[src/rtl/fft_pkg.sv]
// Shared constants, sample type and bit-reversal helper for the FFT pipeline blocks.
package fft_pkg;

    localparam int FFT_N_LOG2 = 4;
    localparam int FFT_DW     = 16;

    typedef struct packed {
        logic signed [FFT_DW-1:0] re;
        logic signed [FFT_DW-1:0] im;
    } cplx_t;

    // Reverses the low 'width' bits of idx; bits above 'width' come back as zero.
    function automatic logic [FFT_N_LOG2-1:0] bitrev(input logic [FFT_N_LOG2-1:0] idx,
                                                     input int width);
        logic [FFT_N_LOG2-1:0] src;
        logic [FFT_N_LOG2-1:0] rev;
        src = idx;
        rev = '0;
        for (int i = 0; i < FFT_N_LOG2; i++) begin
            if (i < width) begin
                rev = {rev[FFT_N_LOG2-2:0], src[0]};
                src = src >> 1;
            end
        end
        return rev;
    endfunction

endpackage

[src/rtl/pingpong_ram.sv]
// Two-bank simple dual-port RAM: one write port, one registered read port.
// The bank select is the address MSB; the read register doubles as the output stage.
module pingpong_ram
    import fft_pkg::*;
#(
    parameter int AW    = FFT_N_LOG2 + 1,
    parameter int WIDTH = 2 * FFT_DW
) (
    input  logic             clk_i,
    input  logic             rst_ni,
    input  logic             we_i,
    input  logic [AW-1:0]    waddr_i,
    input  logic [WIDTH-1:0] wdata_i,
    input  logic             re_i,
    input  logic [AW-1:0]    raddr_i,
    output logic [WIDTH-1:0] rdata_o
);

    logic [WIDTH-1:0] mem_q [2**AW];
    logic [WIDTH-1:0] rdata_q;

    always_ff @(posedge clk_i) begin
        if (we_i) begin
            mem_q[waddr_i] <= wdata_i;
        end
    end

    // Read data holds its value while re_i is low, which gives backpressure stability.
    always_ff @(posedge clk_i or negedge rst_ni) begin
        if (!rst_ni) begin
            rdata_q <= '0;
        end else if (re_i) begin
            rdata_q <= mem_q[raddr_i];
        end
    end

    assign rdata_o = rdata_q;

endmodule

[src/rtl/fft_reorder_16.sv]
// Ping-pong reorder buffer: captures bit-reversed FFT frames and replays them
// in natural bin order behind a valid/ready output handshake.
module fft_reorder_16
    import fft_pkg::*;
#(
    parameter int N_LOG2 = FFT_N_LOG2,
    parameter int DW     = FFT_DW
) (
    input  logic          clk,
    input  logic          i_reset_n,
    input  logic          i_valid,
    input  logic [DW-1:0] i_re,
    input  logic [DW-1:0] i_im,
    output logic          o_ready,
    output logic          o_overflow,
    output logic          o_valid,
    output logic [DW-1:0] o_re,
    output logic [DW-1:0] o_im,
    output logic          o_last,
    input  logic          i_ready
);

    localparam logic [N_LOG2-1:0] CNT_LAST = '1;

    logic              wr_bank_q, wr_bank_d;
    logic              rd_bank_q, rd_bank_d;
    logic [N_LOG2-1:0] wcnt_q, wcnt_d;
    logic [N_LOG2-1:0] rcnt_q, rcnt_d;
    logic [1:0]        full_q, full_d;
    logic              valid_q, valid_d;
    logic              last_q, last_d;
    logic              ovf_q, ovf_d;
    logic              wr_en;
    logic              adv;
    logic [2*DW-1:0]   rd_data;

    assign o_ready = !full_q[wr_bank_q];
    assign wr_en   = i_valid && o_ready;
    assign adv     = full_q[rd_bank_q] && (!valid_q || i_ready);

    // A bank's flag is only ever set while it is the write bank and cleared while it
    // is the read bank; the write bank is never full, so the two cannot collide.
    always_comb begin
        wr_bank_d = wr_bank_q;
        rd_bank_d = rd_bank_q;
        wcnt_d    = wcnt_q;
        rcnt_d    = rcnt_q;
        full_d    = full_q;
        valid_d   = valid_q;
        last_d    = last_q;
        ovf_d     = ovf_q;

        if (wr_en) begin
            wcnt_d = wcnt_q + 1'b1;
            if (wcnt_q == CNT_LAST) begin
                full_d[wr_bank_q] = 1'b1;
                wr_bank_d         = !wr_bank_q;
            end
        end
        if (i_valid && !o_ready) begin
            ovf_d = 1'b1;
        end

        if (adv) begin
            valid_d = 1'b1;
            last_d  = (rcnt_q == CNT_LAST);
            rcnt_d  = rcnt_q + 1'b1;
            if (rcnt_q == CNT_LAST) begin
                full_d[rd_bank_q] = 1'b0;
                rd_bank_d         = !rd_bank_q;
            end
        end else if (i_ready) begin
            valid_d = 1'b0;
            last_d  = 1'b0;
        end
    end

    always_ff @(posedge clk or negedge i_reset_n) begin
        if (!i_reset_n) begin
            wr_bank_q <= 1'b0;
            rd_bank_q <= 1'b0;
            wcnt_q    <= '0;
            rcnt_q    <= '0;
            full_q    <= '0;
            valid_q   <= 1'b0;
            last_q    <= 1'b0;
            ovf_q     <= 1'b0;
        end else begin
            wr_bank_q <= wr_bank_d;
            rd_bank_q <= rd_bank_d;
            wcnt_q    <= wcnt_d;
            rcnt_q    <= rcnt_d;
            full_q    <= full_d;
            valid_q   <= valid_d;
            last_q    <= last_d;
            ovf_q     <= ovf_d;
        end
    end

    pingpong_ram #(
        .AW    (N_LOG2 + 1),
        .WIDTH (2 * DW)
    ) u_ram (
        .clk_i   (clk),
        .rst_ni  (i_reset_n),
        .we_i    (wr_en),
        .waddr_i ({wr_bank_q, bitrev(wcnt_q, N_LOG2)}),
        .wdata_i ({i_re, i_im}),
        .re_i    (adv),
        .raddr_i ({rd_bank_q, rcnt_q}),
        .rdata_o (rd_data)
    );

    assign o_re       = rd_data[2*DW-1:DW];
    assign o_im       = rd_data[DW-1:0];
    assign o_valid    = valid_q;
    assign o_last     = last_q;
    assign o_overflow = ovf_q;

endmodule

[config.mk]
export PLATFORM = sky130hd
export DESIGN_NAME = fft_reorder_16
export DESIGN_NICKNAME = d
export VERILOG_FILES = /design/src/rtl/fft_pkg.sv /design/src/rtl/pingpong_ram.sv /design/src/rtl/fft_reorder_16.sv
export SDC_FILE = /design/constraint.sdc
export NUM_CORES = 1
export LEC_CHECK = 0
export ABC_CLOCK_PERIOD_IN_PS = 3800
export CORE_MARGIN = 2
export CORE_UTILIZATION = 45
export DETAILED_ROUTE_END_ITERATION = 16
export HOLD_SLACK_MARGIN = 0.08
export SYNTH_ARGS = -nofsm -noshare
export SYNTH_HDL_FRONTEND = slang
export SYNTH_SLANG_ARGS = --single-unit
[constraint.sdc]
create_clock -name clk -period 3.8 [get_ports clk]
set_input_delay 1.14 -clock clk [delete_from_list [all_inputs] [get_ports clk]]
set_output_delay 1.14 -clock clk [all_outputs]
set_load 0.01 [all_outputs]
### Word-level counts from Yosys, hierarchy flattened

Memories as Yosys holds them, arrays and structs flattened. A register that Yosys moved wholly into a read port is not among the register bits.
Index checks and enable logic that the tools add are counted.

| cells by class | value |
|---|---|
| $add $sub $neg | 2 |
| muxes and demuxes | 17 |
| eq/ne operators | 2 |
| bitwise logic cells | 3 |
| $lt $le $gt $ge | 4 |
| reductions and logical operators | 14 |

Operators with widths:

| kind | number |
|---|---|
| 1-bit 2-to-1 mux | 11 |
| 4-bit by 1-bit adder with 4-bit output, second input constant | 2 |
| 4-bit equality test, second input constant | 2 |
| 2-bit 2-to-1 mux | 4 |
| 1-bit logical AND | 5 |
| 1-bit zero test | 5 |
| 1-bit by 2-bit less-than comparator with 1-bit output, second input constant | 2 |
| 2-bit AND reduction | 2 |
| 2-bit bitwise AND | 1 |
| 1-bit demux with 1-bit select | 2 |
| 1-bit >= comparator, second input constant | 2 |
| 2-bit NOT | 1 |
| 2-bit bitwise OR | 1 |
| 2-bit nonzero test | 1 |
| 1-bit logical OR | 1 |

| word-level totals | value |
|---|---|
| logic and storage cells | 51 |
| RAM bits | 1,024 |
| flip-flop bits (word level) | 15 |
| bits of input ports | 36 |
| memories kept | 1 |

Memory list:

| memory | words | width | read ports | clocked after Yosys merged registers in | wr ports | RTL line | RTL |
|---|---|---|---|---|---|---|---|
| u_ram.mem_q | 32 | 32 | 1 | 1 | 1 | pingpong_ram.sv:19 | `logic [WIDTH-1:0] mem_q [2**AW];` |

### Longest topological paths before layout

Gate-level depths: netlist (run 1).

| logic depth | value |
|---|---|
| depth in word-level cells | 10 |
| gate-level depth with buffers | 8 |
| depth with buffers taken out | 5 |

### Modules after synthesis

Synthesis (run 1) repeated with hierarchy kept, for this count alone.

| second synthesis, totals | value |
|---|---|
| cell total of the unflattened synthesis | 2,255 |
| area total of the unflattened synthesis | 41,577.4 sq um |

By module, submodules not included:

| module | sequential area each (sq um) | instances | cells each | area an instance (sq um) |
|---|---|---|---|---|
| pingpong_ram | 31,550.3 | 1 | 2,200 | 40,910.5 |
| fft_reorder_16 | 375.4 | 1 | 55 | 666.9 |

### Worst setup path before layout (run 1)

OpenSTA, ideal clock, no wires.

| path | value |
|---|---|
| path kind | input -> register |
| from | in i_valid |
| to | mem u_ram.mem_q[28][0] in the netlist's numbering, enable pin |
| data required time | 3,379 ps |
| stages | 4 |
| path buffers | 1 |
| arrival time | 3,113 ps |
| setup slack | 266 ps |
| setup time | 421 ps |
| path through | nand2_1 > or3_1 > clkbuf_1 > nor2_1 |

| between the ends | value |
|---|---|
| cells in the longest elaborated chain, start to end | 3 |

Ends and longest elaborated chain:

| element | RTL line | RTL |
|---|---|---|
| start, declared | fft_reorder_16.sv:11 | `input logic i_valid,` |
| 1-bit logical AND | fft_reorder_16.sv:38 | `assign wr_en = i_valid && o_ready;` |
| 1-bit 2-to-1 mux | pingpong_ram.sv:23 | `if (we_i) begin` |
| 1-bit 2-to-1 mux (implied by the code) | pingpong_ram.sv:24 | `mem_q[waddr_i] <= wdata_i;` |
| end, declared | pingpong_ram.sv:19 |  |

Every way passes these cells.

### Final worst setup path (run 1)

| path | value |
|---|---|
| from | reg wr_bank_q |
| to | out o_ready |

| between the ends | value |
|---|---|
| cells in the longest elaborated chain, start to end | 3 |

Ends and longest elaborated chain:

| element | RTL line | RTL |
|---|---|---|
| start, declared | fft_reorder_16.sv:25 | `logic wr_bank_q, wr_bank_d;` |
| start signal, assigned | fft_reorder_16.sv:89 | `wr_bank_q <= wr_bank_d;` |
| 1-bit 2-to-1 mux (implied by the code) (2 in series) | fft_reorder_16.sv:37 | `assign o_ready = !full_q[wr_bank_q];` |
| 1-bit zero test | fft_reorder_16.sv:37 |  |
| end, declared | fft_reorder_16.sv:14 | `output logic o_ready,` |

Every way passes these cells. The select of a mux whose other input is x is not followed.

==> impl_metrics.yaml, run 1 <==
cts:
  cts_made_buffers: 107
  htreeDepth: 3
  cts_setup_buffers: 0
  cts.sinks: 1071
  post_cts_resized: 0
  clock_path_buffers: 3
  clock_latency_ns: 0.67
  clk_pin_slew_worst_paths_ns: 0.06
  hold_buffers: 0
  cts_root_buf: "clkbuf_16"
  cts_tree: "done"
critical_path:
  cp.arrival_ns: 2.26
  end_kind: "primary output"
  cp_max_fo: 12
  crit_type: "flop to primary output"
  cp_data_required_time_ns: 2.66
  start_kind: "flop"
cells_and_area:
  regArea_um2: 31930
  fillerInstances: 7270
  fin_cells: 3751
  areaGrowthSynthToFinish_pct: 16.20
  n_antenna_cell: 0
  nNetsFinal: 2455
  drive_gt1_frac: 0.1715
  multi_input_area_um2: 9366
routing:
  wl_per_cell_um: 26.97
  vias: 21440
  wl_um: 101200
  drtPass1Iterations: 5
  drc_errors: 0
  viasPerCell: 5.715
  drt_iter0_drc: 2170
  ant_nets: 0
synthesis:
  ys_seq_area_frac: 0.7633
  yosysWarnings: 0
  async_reset_ff_frac: 0.04388
  ys_types: 38
  syn_avg_cell_area_um2: 18.71
  synth_edf_count: 1024
  synthCells: 2235
  ys_seq_elements: 1071
  synth_area_leaders: "edfxtp_1 (74%), mux2i_1 (12%), dfrtp_1 (2.8%)"
  syn-num-nets: 2273
  synth_top_area_share: 0.7352
  synth_largest_area_cell: "edfxtp_1"
  synth_area_um2: 41830
  synthFlopType: "edfxtp_1"
timing:
  slew_headroom: 0.3118
  hold_violations: 0
  setup_viol: 0
  rsz0062_at_grt: "false"
  min_period_ns: 3.395
  setup_tns_ns: 0
  fin_crit_sh: 0.8935
  finalClockSkew_ns: 0.02755
  report.final.slew_viol_count: 0
  setup_slack_ns: 0.4046
  worstMarginPinSlew_ns: 1.029
  max_freq_ghz: 0.2945
power_and_ir_drop:
  power_frac_comb: 0.307
  p_clk_frac: 0.297
  switching_power_mw: 11.63
  internal_power_mw: 24.51
  pwr-share-seq: 0.396
  vdd.ir_drop.worst_v: 0.0003852
  power_density_nw_per_um2: 743.6
  switching_share: 0.3218
  power.leakage_nw: 16.99
global_routing:
  grt_start_max_net_pins: 54
  antenna_found_initial: 0
  first_global_vias: 21540
  grt_usage: 0.2129
  grt_overflow: 0
  grt_pass1_wl_um: 146900
floorplan:
  design.die.area_um2: 95400
  die_height_um: 308.9
  die_width_um: 308.9
  io_pins: 72
  start_util: 0.4549
  core_um2: 91940
  rows: 111
job:
  maxCapViolCount: 0
placement:
  gp_congestion: 0.8236
  post-place-ws_ns: 0.4542
  dp.cells: 3551
  io_buffers: 71
  place_hpwl_um: 64070
run_status:
  status: "finished clean"
worst_hold_path:
  hp-class: "flop to flop"
metal layers:
| layer | up-vias | track usage | routed length, um | part of all wire |
|---|---|---|---|---|
| met2 | 684 | 0.3425 | 48390 | 0.48 |
| met3 | 115 | 0.03028 | 5684 | 0.056 |
| met5 | - | 0 | 0 | 0 |
| met4 | 0 | 0.05441 | 1896 | 0.019 |
| li1 | 9479 | - | - | - |
| met1 | 11160 | 0.3069 | 45190 | 0.45 |
power by group through the flow:
stage	Sequential [mW]	Combinational [mW]	Clock, mW
2_1_floorplan	14.3	7.21	0
3_5_place_dp	14.5	11.1	0
6_report	14.3	11.1	10.7
5_1_grt	14.4	11.7	11.4
4_1_cts	14.3	11.1	10.9
3_3_place_gp	14.5	11.0	0
state kept, by name, summed over array words and instances (netlist names):
signal / cells
rcnt_q: 4
o_last: 1
o_overflow: 1
u_ram.rdata_o: 32
rd_bank_q: 1
full_q: 2
wcnt_q: 4
o_valid: 1
u_ram.mem_q: 1024
wr_bank_q: 1
logic make-up (layout without fill, tap and decap cells):
kind of cell	after synthesis	after routing	share of synthesized area
flip-flops	1071	1071	0.7633
multiplexers	514	514	0.1230
AO/OA/AOI/OAI	390	390	0.08104
buffers and inverters	143	416	0.01944
AND/OR/NAND/NOR	107	107	0.01092
XOR/XNOR	8	8	0.001675
adder cells (fa/ha/maj)	2	2	0.0005982
critical path, stage by stage (launching register included):
cell and delay (ns):
dfrtp_1 0.58, mux2i_1 0.41, clkdlybuf4s50_1 0.61
metrics by stage:
step | power, mW | utilization | hold WS (ns) | instance area, um^2
2_1_floorplan | 21.55 | - | 0.4809 | 41830
3_3_place_gp | 25.54 | 0.4890 | 0.4615 | 44960
3_5_place_dp | 25.67 | 0.4890 | 0.4616 | 44960
4_1_cts | 36.38 | 0.5286 | 0.4780 | 48600
5_1_grt | 37.49 | 0.5286 | 0.5044 | 48600
6_report | 36.14 | 0.5286 | 0.4733 | 48600
cells in the mapped netlist (2+ instances only):
library cell  count
or3_1             2
nand2_1          50
nor2_1           37
xnor2_1           7
a221oi_2         36
a21oi_1          66
clkbuf_1         50
nand3b_1          3
buf_2            14
mux2i_1         514
buf_1            19
nand4_1           3
a221oi_1         28
o41ai_2          32
a22o_1           64
ha_1              2
clkbuf_4          5
o22ai_1          32
nor2b_1           2
dfrtp_1          47
buf_4            38
nand2b_1          2
a22oi_1         128
nand3_1           2
edfxtp_1       1024
inv_1             4
buf_6            13
layout by cell type (no fill, tap or decap), drive strengths merged, types with 32 or more instances in the layout:
cell / instances
a22oi: 128
buf: 147
clkbuf: 130
clkdlybuf4s50: 65
edfxtp: 1024
dfrtp: 47
nand2: 50
a22o: 64
mux2i: 514
o22ai: 32
a21oi: 66
nor2: 37
a221oi: 64
o41ai: 32
clkinv: 47
layout make-up:
class                   instances  area share
inverters                       4   0.0003089
flip-flops and latches       1071      0.6570
multi-input cells            1021      0.1927
clock inverters                70     0.01511
well taps                    1243     0.03200
repair buffers                212     0.04304
clock buffers                 130     0.05985
path summary, 6_finish.rpt:
| kind | startpoint | to | slack, ns | depth (start not counted) |
|---|---|---|---|---|
| min in group asynchronous | i_reset_n | u_ram.rdata_o[13]$_DFFE_PN0P_ | 0.56 | 1 |
| setup reg to reg | rcnt_q[0]$_DFFE_PN0P_ | u_ram.rdata_o[1]$_DFFE_PN0P_ | 0.97 | 8 |
| hold / removal | o_overflow$_DFFE_PN0P_ | o_overflow$_DFFE_PN0P_ | 0.47 | 1 |
| setup / recovery | wr_bank_q$_DFFE_PN0P_ | o_ready | 0.40 | 2 |
| max in group asynchronous | i_reset_n | rcnt_q[0]$_DFFE_PN0P_ | 2.60 | 1 |
| hold reg to reg | o_overflow$_DFFE_PN0P_ | o_overflow$_DFFE_PN0P_ | 0.47 | 1 |
Note: power is estimated with default switching activity, not from simulation.
==> run 2: changes to the inputs <==
Settings changed: REMOVE_ABC_BUFFERS set to 1.
==> run 2 against run 1 <==
  * Global-route usage fell by 0.098 points
  * Clock skew fell by 0.0020 ns
  * Core utilization shrank 0.13 points
  * First-iteration DRC count rose by 1.2%
  * Total power is 0.77% lower
  * Sequential power hardly changed
  * Combinational power is essentially flat
  * Critical path type unchanged
  * Sequential share of layout area rose by 0.16 points
  * Final cell count decreased by 0.24%
  * Worst setup slack lost 0.14 ns
==> impl_metrics.yaml, run 2 (same netlist as run 1, synthesis figures left out) <==
run_status:
  status: "finished clean"
placement:
  io_buffers: 71
  post-place-ws_ns: 0.5128
  place_hpwl_um: 61090
  gp_congestion: 0.7902
  dp.cells: 3537
cells_and_area:
  areaGrowthSynthToFinish_pct: 15.92
  final_cell_mix: "edfxtp_1 (1024), mux2i_1 (514), a22oi_1 (128)"
  finish.utilization: 0.5274
  nNetsFinal: 2442
  layout_commonest_cell: "edfxtp_1"
  largest_register_ffs: 1024
  drive_gt1_frac: 0.1657
  top_register: "u_ram.mem_q"
  n_antenna_cell: 0
  fin_cells: 3742
critical_path:
  end_kind: "primary output"
  crit_type: "flop to primary output"
  critPathBufInv: 1
  start_kind: "flop"
  crit_chain: "mux2i_1 -> clkdlybuf4s50_1"
  cp_max_fo: 12
  cp.arrival_ns: 2.39
  crit_family: "flip-flops"
  critical-path-slowest-cell: "dfrtp_1"
  cp_data_required_time_ns: 2.66
  slowest_delay_ns: 0.64
timing:
  rsz0062_at_grt: "false"
  fin_crit_sh: 0.9297
  finalClockSkew_ns: 0.02554
  setup_viol: 0
  setup_slack_ns: 0.2673
  report.final.slew_viol_count: 0
  hold_violations: 0
  slew_headroom: 0.2314
  hold_ws_ns: 0.4973
  worstMarginPinSlew_ns: 1.153
  min_period_ns: 3.533
  max_freq_ghz: 0.2831
power_and_ir_drop:
  switching_share: 0.3221
  vdd.ir_drop.worst_v: 0.0004961
  p_clk_frac: 0.295
  power_frac_comb: 0.305
  internal_power_mw: 24.31
  switching_power_mw: 11.55
  power_density_nw_per_um2: 739.7
  pwr-share-seq: 0.401
  power.leakage_nw: 16.91
cts:
  clock_path_buffers: 3
  post_cts_resized: 0
  cts_setup_buffers: 0
  cts_made_buffers: 108
  cts_root_buf: "clkbuf_16"
  clk_pin_slew_worst_paths_ns: 0.06
  hold_buffers: 0
  cts.sinks: 1071
  cts_tree: "done"
  clock_latency_ns: 0.67
  htreeDepth: 3
routing:
  drtPass1Iterations: 7
  vias: 21550
  wl_um: 101100
  ant_nets: 0
  drt_iter0_drc: 2197
  wl_per_cell_um: 27.03
  viasPerCell: 5.759
  drc_errors: 0
global_routing:
  grt_pass1_wl_um: 147400
  antenna_found_initial: 3
  grt_start_max_net_pins: 72
  grt_overflow: 0
  first_global_vias: 21640
  grt_usage: 0.2119
floorplan:
  die_height_um: 308.9
  die_width_um: 308.9
  rows: 111
  io_pins: 72
  start_util: 0.4549
  core_um2: 91940
  design.die.area_um2: 95400
job:
  maxCapViolCount: 0
worst_hold_path:
  hp-class: "flop to flop"
## run 2: changes by cell type in the layout (fill, tap and decap cells not counted), sizes merged
cell / previous run / this run
clkbuf: 130 / 149
clkdlybuf4s50: 65 / 61
clkinv: 47 / 43
bufinv: 13 / 8
inv: 8 / 7
clkinvlp: 6 / 2
buf: 147 / 137
## run 2: worst paths after layout
path | start | endpoint | slack [ns] | cells past startpoint
max | wr_bank_q$_DFFE_PN0P_ | o_ready | 0.27 | 2
min | u_ram.rdata_o[0]$_DFFE_PN0P_ | u_ram.rdata_o[0]$_DFFE_PN0P_ | 0.50 | 2
max reg2reg | rcnt_q[1]$_DFFE_PN0P_ | u_ram.rdata_o[27]$_DFFE_PN0P_ | 0.72 | 5
min reg2reg | u_ram.rdata_o[0]$_DFFE_PN0P_ | u_ram.rdata_o[0]$_DFFE_PN0P_ | 0.50 | 2
max in group asynchronous | i_reset_n | u_ram.rdata_o[5]$_DFFE_PN0P_ | 2.62 | 1
min in group asynchronous | i_reset_n | rcnt_q[3]$_DFFE_PN0P_ | 0.54 | 1
## run 2: worst reg2reg max path, delay by kind of cell (launching register included)
kind            cells  cell delay (ns)
compound gates      3             1.02
flops               1             0.55
buf+inv             1             0.40
simple gates        1             0.97
## run 2: power by group through the flow
stage | clock network [mW] | registers (mW) | logic [mW]
after floorplan | 0 | 14.6 | 5.18
after global placement | 0 | 14.6 | 10.8
after detailed placement | 0 | 14.6 | 11.0
after CTS | 10.7 | 14.4 | 11.0
after global routing | 11.2 | 14.4 | 11.6
final | 10.6 | 14.4 | 10.9
## run 2: layout make-up
class / instances / area (um^2)
Clock buffer: 149 / 3080
Clock inverter: 56 / 496.7
Fill cell: 7235 / 43460
Inverter: 4 / 15.01
Multi-Input combinational cell: 1021 / 9366
Sequential cell: 1071 / 31930
Tap cell: 1243 / 1555
Timing Repair Buffer: 198 / 2042
## run 2: layer usage
| layer | wire length (um) | GRT usage | part of all wire |
|---|---|---|---|
| met5 | 13 | 0 | 0.00013 |
| met4 | 1776 | 0.04821 | 0.018 |
| met3 | 7472 | 0.04344 | 0.074 |
| met2 | 46320 | 0.3234 | 0.46 |
| met1 | 45560 | 0.3147 | 0.45 |
## run 2: through the flow
step	TNS, ns	power (mW)	instance area (um^2)
floorplan	-546.60	19.80	41030
global placement	0	25.42	44910
detailed placement	0	25.57	44910
CTS	0	36.11	48490
global route	0	37.24	48490
finish	0	35.87	48490
